File: config.mk
export PLATFORM = sky130hd
export DESIGN_NAME = alu_exec_ctrl
export DESIGN_NICKNAME = d
export VERILOG_FILES = /design/src/rtl/alu_exec_ctrl.sv
export SDC_FILE = /design/constraint.sdc
export NUM_CORES = 1
export LEC_CHECK = 0
export CAP_MARGIN = 0
export CORE_MARGIN = 5
export CORE_UTILIZATION = 55
export DETAILED_ROUTE_END_ITERATION = 10
export PLACE_DENSITY = 0.87
export SLEW_MARGIN = 30
export SYNTH_ARGS = -nofsm -noshare
export SYNTH_HDL_FRONTEND = slang
export SYNTH_SLANG_ARGS = --single-unit
File: constraint.sdc
create_clock -name clk -period 2.7 [get_ports clk]
set_clock_uncertainty 0.15 [all_clocks]
set_input_delay 0.27 -clock clk [delete_from_list [all_inputs] [get_ports clk]]
set_output_delay 0.27 -clock clk [all_outputs]
set_load 0.02 [all_outputs]
File: src/rtl/alu_exec_ctrl.sv
// alu_exec_ctrl: single-issue execution sequencer for the 8-bit registered ALU.
// Holds an NREG x DW register file, accepts one instruction at a time over a
// valid/ready handshake, drives the ALU for one cycle, then retires the ALU
// result into the register file and its flags into the architectural flags
// register. Direct register loads are accepted only while idle.

module alu_exec_ctrl #(
    parameter int DW   = 8,
    parameter int NREG = 8
) (
    input  logic                     clk,
    input  logic                     rst,
    input  logic                     instr_valid,
    output logic                     instr_ready,
    input  logic [2:0]               instr_op,
    input  logic [$clog2(NREG)-1:0]  instr_dst,
    input  logic [$clog2(NREG)-1:0]  instr_sa,
    input  logic [$clog2(NREG)-1:0]  instr_sb,
    input  logic                     instr_wb,
    input  logic                     ld_valid,
    input  logic [$clog2(NREG)-1:0]  ld_addr,
    input  logic [DW-1:0]            ld_data,
    input  logic [$clog2(NREG)-1:0]  rd_addr,
    output logic [DW-1:0]            rd_data,
    output logic [DW-1:0]            alu_a,
    output logic [DW-1:0]            alu_b,
    output logic [2:0]               alu_op,
    input  logic [DW-1:0]            alu_out,
    input  logic [3:0]               alu_flags,
    output logic [3:0]               flags_q,
    output logic                     done
);

    localparam int AW = $clog2(NREG);

    typedef enum logic [1:0] {
        ST_IDLE = 2'd0,
        ST_EXEC = 2'd1,
        ST_WB   = 2'd2
    } state_t;

    state_t          state_r;
    state_t          state_s;

    logic [DW-1:0]   regs_r [NREG];
    logic [3:0]      flags_r;

    // The ALU-facing registers double as the operand/opcode holding registers:
    // they are loaded at accept and keep their value until the next accept so
    // the ALU never sees spurious operand or opcode changes.
    logic [DW-1:0]   alu_a_r;
    logic [DW-1:0]   alu_b_r;
    logic [2:0]      alu_op_r;
    logic [AW-1:0]   dst_h_r;
    logic            wb_h_r;

    logic            instr_ready_s;
    logic            done_s;
    logic            load_s;
    logic            accept_s;
    logic            retire_s;

    // State register with synchronous reset; reset aborts any in-flight instruction.
    always_ff @(posedge clk) begin
        if (rst) begin
            state_r <= ST_IDLE;
        end else begin
            state_r <= state_s;
        end
    end

    // Next-state logic: IDLE -> EXEC on accept, EXEC -> WB -> IDLE unconditionally.
    always_comb begin
        state_s = ST_IDLE;
        case (state_r)
            ST_IDLE: begin
                if (accept_s) begin
                    state_s = ST_EXEC;
                end else begin
                    state_s = ST_IDLE;
                end
            end
            ST_EXEC: state_s = ST_WB;
            ST_WB:   state_s = ST_IDLE;
            default: state_s = ST_IDLE;
        endcase
    end

    // Output/control decode: loads win over instructions in IDLE, loads elsewhere are dropped.
    always_comb begin
        instr_ready_s = 1'b0;
        done_s        = 1'b0;
        load_s        = 1'b0;
        accept_s      = 1'b0;
        retire_s      = 1'b0;
        case (state_r)
            ST_IDLE: begin
                load_s        = ld_valid;
                instr_ready_s = ~ld_valid;
                accept_s      = instr_valid & ~ld_valid;
            end
            ST_EXEC: begin
                retire_s = 1'b0;
            end
            ST_WB: begin
                retire_s = 1'b1;
                // A reset arriving in WB aborts the retire, so no done pulse either.
                done_s   = ~rst;
            end
            default: begin
                retire_s = 1'b0;
            end
        endcase
    end

    // Datapath: register file writes, operand capture at accept, flag/result retire in WB.
    always_ff @(posedge clk) begin
        if (rst) begin
            for (int i = 0; i < NREG; i++) begin
                regs_r[i] <= {DW{1'b0}};
            end
            flags_r  <= 4'b0000;
            alu_a_r  <= {DW{1'b0}};
            alu_b_r  <= {DW{1'b0}};
            alu_op_r <= 3'b000;
            dst_h_r  <= {AW{1'b0}};
            wb_h_r   <= 1'b0;
        end else if (load_s) begin
            regs_r[ld_addr] <= ld_data;
        end else if (accept_s) begin
            // Operand values are sampled now, so dst aliasing a source is harmless.
            alu_a_r  <= regs_r[instr_sa];
            alu_b_r  <= regs_r[instr_sb];
            alu_op_r <= instr_op;
            dst_h_r  <= instr_dst;
            wb_h_r   <= instr_wb;
        end else if (retire_s) begin
            flags_r <= alu_flags;
            if (wb_h_r) begin
                regs_r[dst_h_r] <= alu_out;
            end
        end
    end

    assign rd_data     = regs_r[rd_addr];
    assign alu_a       = alu_a_r;
    assign alu_b       = alu_b_r;
    assign alu_op      = alu_op_r;
    assign flags_q     = flags_r;
    assign instr_ready = instr_ready_s;
    assign done        = done_s;

endmodule

==> reports/metrics.yaml, run 1 <==
routing:
  dr.max_layer_used: "met4"
  drt_iter0_drc: 208
  wl_met2_mm: 6.76
  met1_length_mm: 5.21
  viasPerCell: 6.28
  dr.pass1.iters: 5
  ant_nets: 0
  wl_mm: 13.4
  wl_per_cell_um: 22.0
  met3_length_mm: 1.22
  drc: 0
  vias: 3820
global_route:
  grt_pass1_vias: 3853
  grt_max_degree: 33
  grt_pass1_wl_mm: 21.5
  grt-ovfl-total: 0
  antenna_found_initial: 0
  grt_usage_pct: 24.8
floorplanning:
  core_region_area_um2: 9110
  ios: 76
  start_util_pct: 55.6
  fp.dieW_um: 106
  row_count: 35
  die-area_um2: 11200
  die_h_um: 106
clock_network:
  post_cts_buffers: 0
  clkLatencyLatePin_ns: 0.34
  cts.repair.resized: 8
  cts_sinks: 93
  cts-htree-levels: 3
  clockRootBuffer: "clkbuf_8"
  cts_tree: "done"
  cts.clk_slew.worst_paths_ns: 0.09
  clock_path_buffers: 2
  cts_buffers: 9
  hold_buffers: 0
critical_path:
  crit_arrival_ns: 2.11
  crit_required_ns: 2.28
  worst-path-buf-inv: 3
  crit_type: "in -> out"
  critPathSlowestCell: "mux4_2"
  endpoint_kind: "primary output"
  slowest_delay_ns: 0.52
  path_delay_family: "buffers and inverters"
  critical_path.cell_chain: "clkdlybuf4s50_1 -> buf_12 -> mux4_2 -> mux2_2 -> dlygate4sd2_1"
  path_max_fanout: 16
  cp-start-kind: "primary input"
synthesis:
  synth_area_leaders: "edfxtp_1 38%, mux2i_1 15%, dfxtp_1 11%"
  syn_inst: 399
  synth_nets: 442
  synth.largest_area_cell: "edfxtp_1"
  synth-warning-count: 0
  synth_commonest_cells: "77 x mux2i_1, 70 x nor2_1, 64 x edfxtp_1"
  ys_ff_latch: 93
  synth.avg_cell_area_um2: 12.7
  syn_area_um2: 5060
  ys_async_sr_fraction_pct: 0
  synth_cell_types: 28
  yosys.cell_count.top_type: "mux2i_1"
  seq_area_frac_synth_pct: 49.4
  synth_edf_count: 64
  synth_top_area_share_pct: 38.0
  synth_flop_cell: "edfxtp_1"
timing:
  max_slew_margin_pct: 39.4
  worstMarginPinSlew_ns: 0.908
  max_clock_freq_mhz: 396
  slew_viol_final: 0
  fin_tns_setup_ns: 0
  final.period_utilization_pct: 93.6
  setup_violations: 0
  hold_viol_final: 0
  rsz0062_at_grt: "no"
  hold_ws_ns: 0.313
  period_minus_slack_ns: 2.53
final_layout:
  num-nets-final: 535
  drive_above_1_share_pct: 18.9
  stdcell_area_um2: 6290
  fin_util_pct: 69.1
  antennaDiodeCount: 0
  area_growth_pct: 24.3
place:
  routabilityCongestion: 0.968
  port-buffer-count: 75
  hpwlAfterDp_mm: 10.3
  dpl_cell_area_um2: 6100
worst_hold_path:
  min_path_type: "in -> reg"
power:
  power_density_nw_per_um2: 499
  p_leak_nw: 2.36
  ir_drop_mv: 0.311
run_status:
  outcome: "finished, final reports clean"
flow_run:
  drv_cap: 0
path summary, 6_finish.rpt:
check / start / end / slack, ns / cells past startpoint
worst max-delay path: rd_addr[0] / rd_data[7] / 0.17 / 5
worst min-delay path: instr_op[1] / alu_op[1] / 0.31 / 3
worst max register to register: state_r[0] / regs_r[3][3] / 0.33 / 5
worst min register to register: alu_op[1] / alu_op[1] / 0.32 / 2
layout make-up:
| class | instances | area (µm²) |
|---|---|---|
| clock buffer | 9 | 124 |
| clock inverter | 7 | 73.8 |
| fill | 680 | 2820 |
| multi-input combinational | 278 | 2420 |
| sequential | 93 | 2500 |
| tap | 111 | 139 |
| timing repair buffer | 110 | 1030 |
stage by stage:
stage               setup WS [ns]  total power [mW]  cells
floorplan                   0.352              1.99    399
global placement          -0.0284              2.23    592
detailed placement        -0.0484              2.25    592
CTS                         0.154              3.16    608
global route               0.0699              3.27    608
finish                      0.174              3.14    608
layer usage:
layer | GRT usage, % | vias up
met1 | 32.6 | 1865
met2 | 42.0 | 226
li1 | - | 1715
met5 | 0 | -
met3 | 5.04 | 14
met4 | 6.38 | 0
tightest hold or removal path, cell delays in order:
cell,delay (ns)
clkdlybuf4s50_1,0.39
nand2_1,0.05
a21oi_1,0.05
flip-flops by register name (all words and copies together), names as in the netlist:
signal   flops
state_r      2
flags_q      4
wb_h_r       1
alu_a        8
dst_h_r      3
alu_b        8
regs_r      64
alu_op       3
kinds of logic (layout without fill, tap and decap cells):
group | after synthesis | in the layout | share of synthesized area, %
DFF | 93 | 93 | 49.4
buffers and inverters | 28 | 126 | 2.92
muxes | 107 | 107 | 26.2
AOI/OAI and AO/OA | 55 | 55 | 8.60
and+or+nand+nor | 116 | 116 | 12.9
cells in the final DEF (no fill, tap or decap), drive strengths merged:
cell type / instances
nor4bb: 1
and2: 3
a22oi: 32
clkbuf: 9
bufinv: 1
a21oi: 7
clkinv: 4
a32o: 16
nor3b: 1
nor3: 2
mux2: 11
nand2: 15
dfxtp: 29
nor2b: 6
mux4: 16
nor2: 72
inv: 2
edfxtp: 64
clkdlybuf4s50: 65
dlygate4sd2: 8
nand4: 8
nand2b: 8
buf: 37
mux2i: 80
power by group:
part           leakage [nW]  switching (mW)  internal (mW)  total, mW
logic                  1.37           0.278          0.276      0.553
registers             0.889          0.0680           1.59       1.66
clock network         0.102           0.497          0.434      0.930
Note: power is estimated with default switching activity, not from simulation.
==> run 2: changes to the inputs <==
--- a/config.mk
+++ b/config.mk
@@ -9,6 +9,7 @@
 export CORE_MARGIN = 5
 export CORE_UTILIZATION = 55
 export DETAILED_ROUTE_END_ITERATION = 10
+export GPL_ROUTABILITY_DRIVEN = 0
 export PLACE_DENSITY = 0.87
 export SLEW_MARGIN = 30
 export SYNTH_ARGS = -nofsm -noshare
==> run 2 against run 1 <==
Via count fell by 1.2%. Critical path depth did not move. Setup slack improved by 0.015 ns. Global-route usage rose by 0.23 points. Sequential power barely moved. Flip-flop and latch count did not move. Final cell count did not move. Worst hold slack got worse by 0.0070 ns. Fmax rose by 0.58%. Power rose by 1.6%. Largest cell class unchanged.
==> reports/metrics.yaml, run 2 (synthesis gave the netlist of run 1 again) <==
critical_path:
  endpoint_kind: "primary output"
  crit_required_ns: 2.28
  critical_path.cell_chain: "clkdlybuf4s50_1 -> buf_12 -> mux4_2 -> mux2_2 -> dlygate4sd2_1"
  crit_arrival_ns: 2.09
  slowest_delay_ns: 0.51
  crit_type: "in -> out"
  critPathSlowestCell: "mux4_2"
  reg2reg_to: "regs_r[5][7]"
  timing.rr.start: "state_r[0]"
  path_max_fanout: 16
  worstRegToRegCells: 5
  rrSetupSlack_ns: 0.31
  cp-start-kind: "primary input"
timing:
  rsz0062_at_grt: "no"
  hold_viol_final: 0
  max_clock_freq_mhz: 398
  max_slew_margin_pct: 35.9
  worstMarginPinSlew_ns: 0.961
  final.period_utilization_pct: 93.0
  setup_violations: 0
  period_minus_slack_ns: 2.51
  worst_slack_ns: 0.189
  slew_viol_final: 0
routing:
  vias: 3773
  dr.max_layer_used: "met4"
  wl_met2_mm: 6.50
  ant_nets: 0
  wl_per_cell_um: 22.0
  viasPerCell: 6.21
  dr.pass1.iters: 4
  drc: 0
  drt_iter0_drc: 206
  wl_mm: 13.4
  met1_length_mm: 5.43
  met3_length_um: 995
final_layout:
  multi_input_area_um2: 2420
  final_common_cell: "mux2i_1"
  drive_above_1_share_pct: 18.7
  num-nets-final: 535
  final_cells: 608
  largest-register: "regs_r"
  nFillCells: 647
  area_growth_pct: 24.6
  ff_latch_area_um2: 2500
  stdcell_area_um2: 6310
  antennaDiodeCount: 0
  final_cell_mix: "77 x mux2i_1, 70 x nor2_1, 65 x clkdlybuf4s50_1, 64 x edfxtp_1"
  fin_util_pct: 69.2
  largest_reg_flops: 64
power:
  p_int_mw: 2.37
  p_seq_share_pct: 52.0
  power_mw: 3.19
  ir_drop_mv: 0.313
  pwr-share-clk_pct: 30.8
  p_switching_mw: 0.819
  power_density_nw_per_um2: 506
  swShare_pct: 25.7
  p_leak_nw: 2.36
  p_comb_share_pct: 17.3
floorplanning:
  die_h_um: 106
  row_count: 35
  start_util_pct: 55.6
  fp.dieW_um: 106
  core_region_area_um2: 9110
  die-area_um2: 11200
  ios: 76
clock_network:
  clockRootBuffer: "clkbuf_8"
  hold_buffers: 0
  cts-htree-levels: 3
  cts_sinks: 93
  cts_tree: "done"
  clkLatencyLatePin_ns: 0.35
  clock_path_buffers: 2
  cts.clk_slew.worst_paths_ns: 0.08
  cts_buffers: 9
worst_hold_path:
  min_to: "alu_op[0]"
  hold_depth: 3
  hp-start: "instr_op[0]"
  min_path_type: "in -> reg"
global_route:
  antenna_found_initial: 0
  grt_max_degree: 25
  grt_usage_pct: 25.0
  grt_pass1_wl_mm: 21.6
  grt_pass1_vias: 4000
  grt-ovfl-total: 0
place:
  dpl_cell_area_um2: 6100
  dp_slack_ns: -0.0360
  place_inst: 592
  hpwlAfterDp_mm: 10.4
  port-buffer-count: 75
flow_run:
  drv_cap: 0
run_status:
  outcome: "finished, final reports clean"
[run 2: cell count changes in the layout (fill, tap and decap cells not counted)]
cell / delta
clkbuf_16: +1
clkinv_4: -2
clkinvlp_4: +1
clkinv_1: -1
clkbuf_8: +1
clkbuf_1: +2
inv_6: -2
[run 2: worst max-delay path by stage]
stage / from / to / cells past startpoint
floorplan: rst / regs_r[0][0] / 7
global placement: rd_addr[0] / rd_data[2] / 5
detailed placement: rd_addr[0] / rd_data[0] / 5
CTS: rd_addr[0] / rd_data[0] / 5
global route: rd_addr[0] / rd_data[7] / 5
finish: rd_addr[0] / rd_data[0] / 5
[run 2: routing by layer]
| metal | GRT usage [%] | vias up |
|---|---|---|
| li1 | - | 1712 |
| met1 | 32.6 | 1808 |
| met2 | 41.4 | 210 |
| met3 | 4.19 | 43 |
| met4 | 10.5 | 0 |
| met5 | 0 | - |
[run 2: cell type report]
type	instances	share of cell area, %
multi-input cells	278	38.4
clock buffers	13	2.70
well taps	111	2.20
clock inverters	3	0.674
flip-flops and latches	93	39.7
repair buffers	110	16.3
[run 2: critical path, delay by kind of cell]
family                 cells  cell delay [ns]
muxes                      2             0.80
buffers and inverters      3             1.00
[run 2: per-stage QoR]
stage          TNS (ns)  hold slack, ns
6_report              0           0.306
2_1_floorplan         0           0.256
3_5_place_dp     -0.297           0.299
5_1_grt               0           0.301
3_3_place_gp     -0.156           0.292
4_1_cts               0           0.296
[run 2: power by group through the flow]
stage | sequential [mW] | combinational, mW | clock [mW]
3_3_place_gp | 1.68 | 0.542 | 0
3_5_place_dp | 1.69 | 0.561 | 0
5_1_grt | 1.66 | 0.588 | 1.07
6_report | 1.66 | 0.551 | 0.983
2_1_floorplan | 1.68 | 0.315 | 0
4_1_cts | 1.66 | 0.552 | 0.998
[run 2: repair_timing]
action	4_1_cts	5_1_grt
buffers inserted	0	0
gates resized for setup	8	0
endpoints found under the setup margin	8	0
==> run 3: changes to the inputs <==
--- a/config.mk
+++ b/config.mk
@@ -6,10 +6,11 @@
 export NUM_CORES = 1
 export LEC_CHECK = 0
 export CAP_MARGIN = 0
-export CORE_MARGIN = 5
+export CORE_MARGIN = 3
 export CORE_UTILIZATION = 55
 export DETAILED_ROUTE_END_ITERATION = 10
 export GPL_ROUTABILITY_DRIVEN = 0
+export MAX_ROUTING_LAYER = met4
 export PLACE_DENSITY = 0.87
 export SLEW_MARGIN = 30
 export SYNTH_ARGS = -nofsm -noshare
==> run 3 against run 2 <==
Fmax is 0.11% lower. Critical path type unchanged. Flip-flop and latch count stayed put. Worst hold slack worse by 0.016 ns. Largest power group unchanged.
==> reports/metrics.yaml, run 3 (synthesis gave the netlist of run 1 again) <==
timing:
  hold_viol_final: 0
  worst_slack_ns: 0.186
  setup_violations: 0
  max_slew_margin_pct: 39.3
  slew_viol_final: 0
  final.period_utilization_pct: 93.1
  max_clock_freq_mhz: 398
  worstMarginPinSlew_ns: 0.910
  fin_tns_setup_ns: 0
  hold_ws_ns: 0.290
  period_minus_slack_ns: 2.51
  rsz0062_at_grt: "no"
worst_hold_path:
  min_path_type: "in -> reg"
  hold_depth: 3
critical_path:
  crit_arrival_ns: 2.09
  worstRegToRegCells: 6
  crit_required_ns: 2.28
  path_max_fanout: 16
  rrSetupSlack_ns: 0.37
  path_depth: 5
  endpoint_kind: "primary output"
  crit_start: "rd_addr[0]"
  worst-path-buf-inv: 3
  crit_type: "in -> out"
  cp-start-kind: "primary input"
  critPathCapture: "rd_data[0]"
  path_delay_family: "buffers and inverters"
  reg2reg_to: "regs_r[6][0]"
  critPathSlowestCell: "mux4_2"
  slowest_delay_ns: 0.52
  timing.rr.start: "state_r[0]"
  critical_path.cell_chain: "clkdlybuf4s50_1 -> buf_12 -> mux4_2 -> mux2_2 -> dlygate4sd2_1"
place:
  dp_slack_ns: -0.0310
  hpwlAfterDp_mm: 10.2
  dpl_cell_area_um2: 6190
  port-buffer-count: 75
floorplanning:
  die-area_um2: 10400
  die_h_um: 102
  core_region_area_um2: 8850
  row_count: 34
  fp.dieW_um: 102
  start_util_pct: 57.2
  ios: 76
clock_network:
  cts-htree-levels: 3
  clockRootBuffer: "clkbuf_8"
  cts.repair.resized: 8
  cts_sinks: 93
  post_cts_buffers: 0
  clock_path_buffers: 2
  clkLatencyLatePin_ns: 0.37
  hold_buffers: 0
  cts_tree: "done"
  cts.clk_slew.worst_paths_ns: 0.10
  cts_buffers: 9
final_layout:
  nFillCells: 588
  antennaDiodeCount: 0
  largest_reg_flops: 64
  stdcell_area_um2: 6390
  drive_above_1_share_pct: 19.2
  num-nets-final: 537
  area_growth_pct: 26.3
  final_common_cell: "mux2i_1"
  largest-register: "regs_r"
  final_cell_mix: "77 x mux2i_1, 70 x nor2_1, 65 x clkdlybuf4s50_1, 64 x edfxtp_1, 32 x a22oi_1"
routing:
  vias: 3930
  dr.pass1.iters: 7
  ant_nets: 0
  wl_mm: 13.7
  drc: 0
  wl_per_cell_um: 22.5
  drt_iter0_drc: 324
  viasPerCell: 6.47
run_status:
  outcome: "finished, final reports clean"
global_route:
  grt_max_degree: 33
  antenna_found_initial: 0
  grt-ovfl-total: 0
  grt_usage_pct: 28.4
  grt_pass1_vias: 4004
  grt_pass1_wl_mm: 21.5
power:
  power_mw: 3.25
  ir_drop_mv: 0.261
  p_leak_nw: 2.40
  power_density_nw_per_um2: 508
flow_run:
  drv_cap: 0
run 3: cell type report:
class                   count  area (µm²)  share of cell area, %
clock inverters             6        65.1                   1.02
flip-flops and latches     93        2500                   39.1
multi-input cells         278        2420                   37.9
repair buffers            112        1120                   17.5
clock buffers              10         149                   2.33
well taps                 108         135                   2.11
run 3: metal layers:
| layer | vias up | GRT usage [%] | share of wire, % |
|---|---|---|---|
| li1 | 1719 | - | - |
| met1 | 1887 | 35.0 | 38 |
| met2 | 282 | 46.4 | 49 |
| met3 | 42 | 5.32 | 11 |
| met4 | 0 | 11.4 | 2.6 |
| met5 | - | - | 0 |
run 3: how the worst min path moves through the flow:
stage                startpoint        end  slack, ns
floorplan              instr_wb     wb_h_r       0.26
CTS                 instr_op[0]  alu_op[0]       0.29
finish              instr_op[0]  alu_op[0]       0.29
global route        instr_op[2]  alu_op[2]       0.31
detailed placement    alu_op[0]  alu_op[0]       0.30
global placement      alu_op[1]  alu_op[1]       0.29
run 3: stage by stage:
stage | cells | utilization [%]
5_1_grt | 607 | 72.3
2_1_floorplan | 399 | -
3_3_place_gp | 591 | 70.0
3_5_place_dp | 591 | 70.0
4_1_cts | 607 | 72.3
6_report | 607 | 72.3
run 3: tightest hold or removal path, stage by stage:
cell             delay (ns)
clkdlybuf4s50_1        0.39
nand2_1                0.06
a21oi_1                0.05
run 3: where the power goes:
group / total (mW) / internal (mW) / switching (mW) / leakage (nW)
Combinational: 0.577 / 0.290 / 0.287 / 1.40
Sequential: 1.66 / 1.59 / 0.0675 / 0.889
Clock: 1.01 / 0.488 / 0.525 / 0.110
Total: 3.25 / 2.37 / 0.879 / 2.40
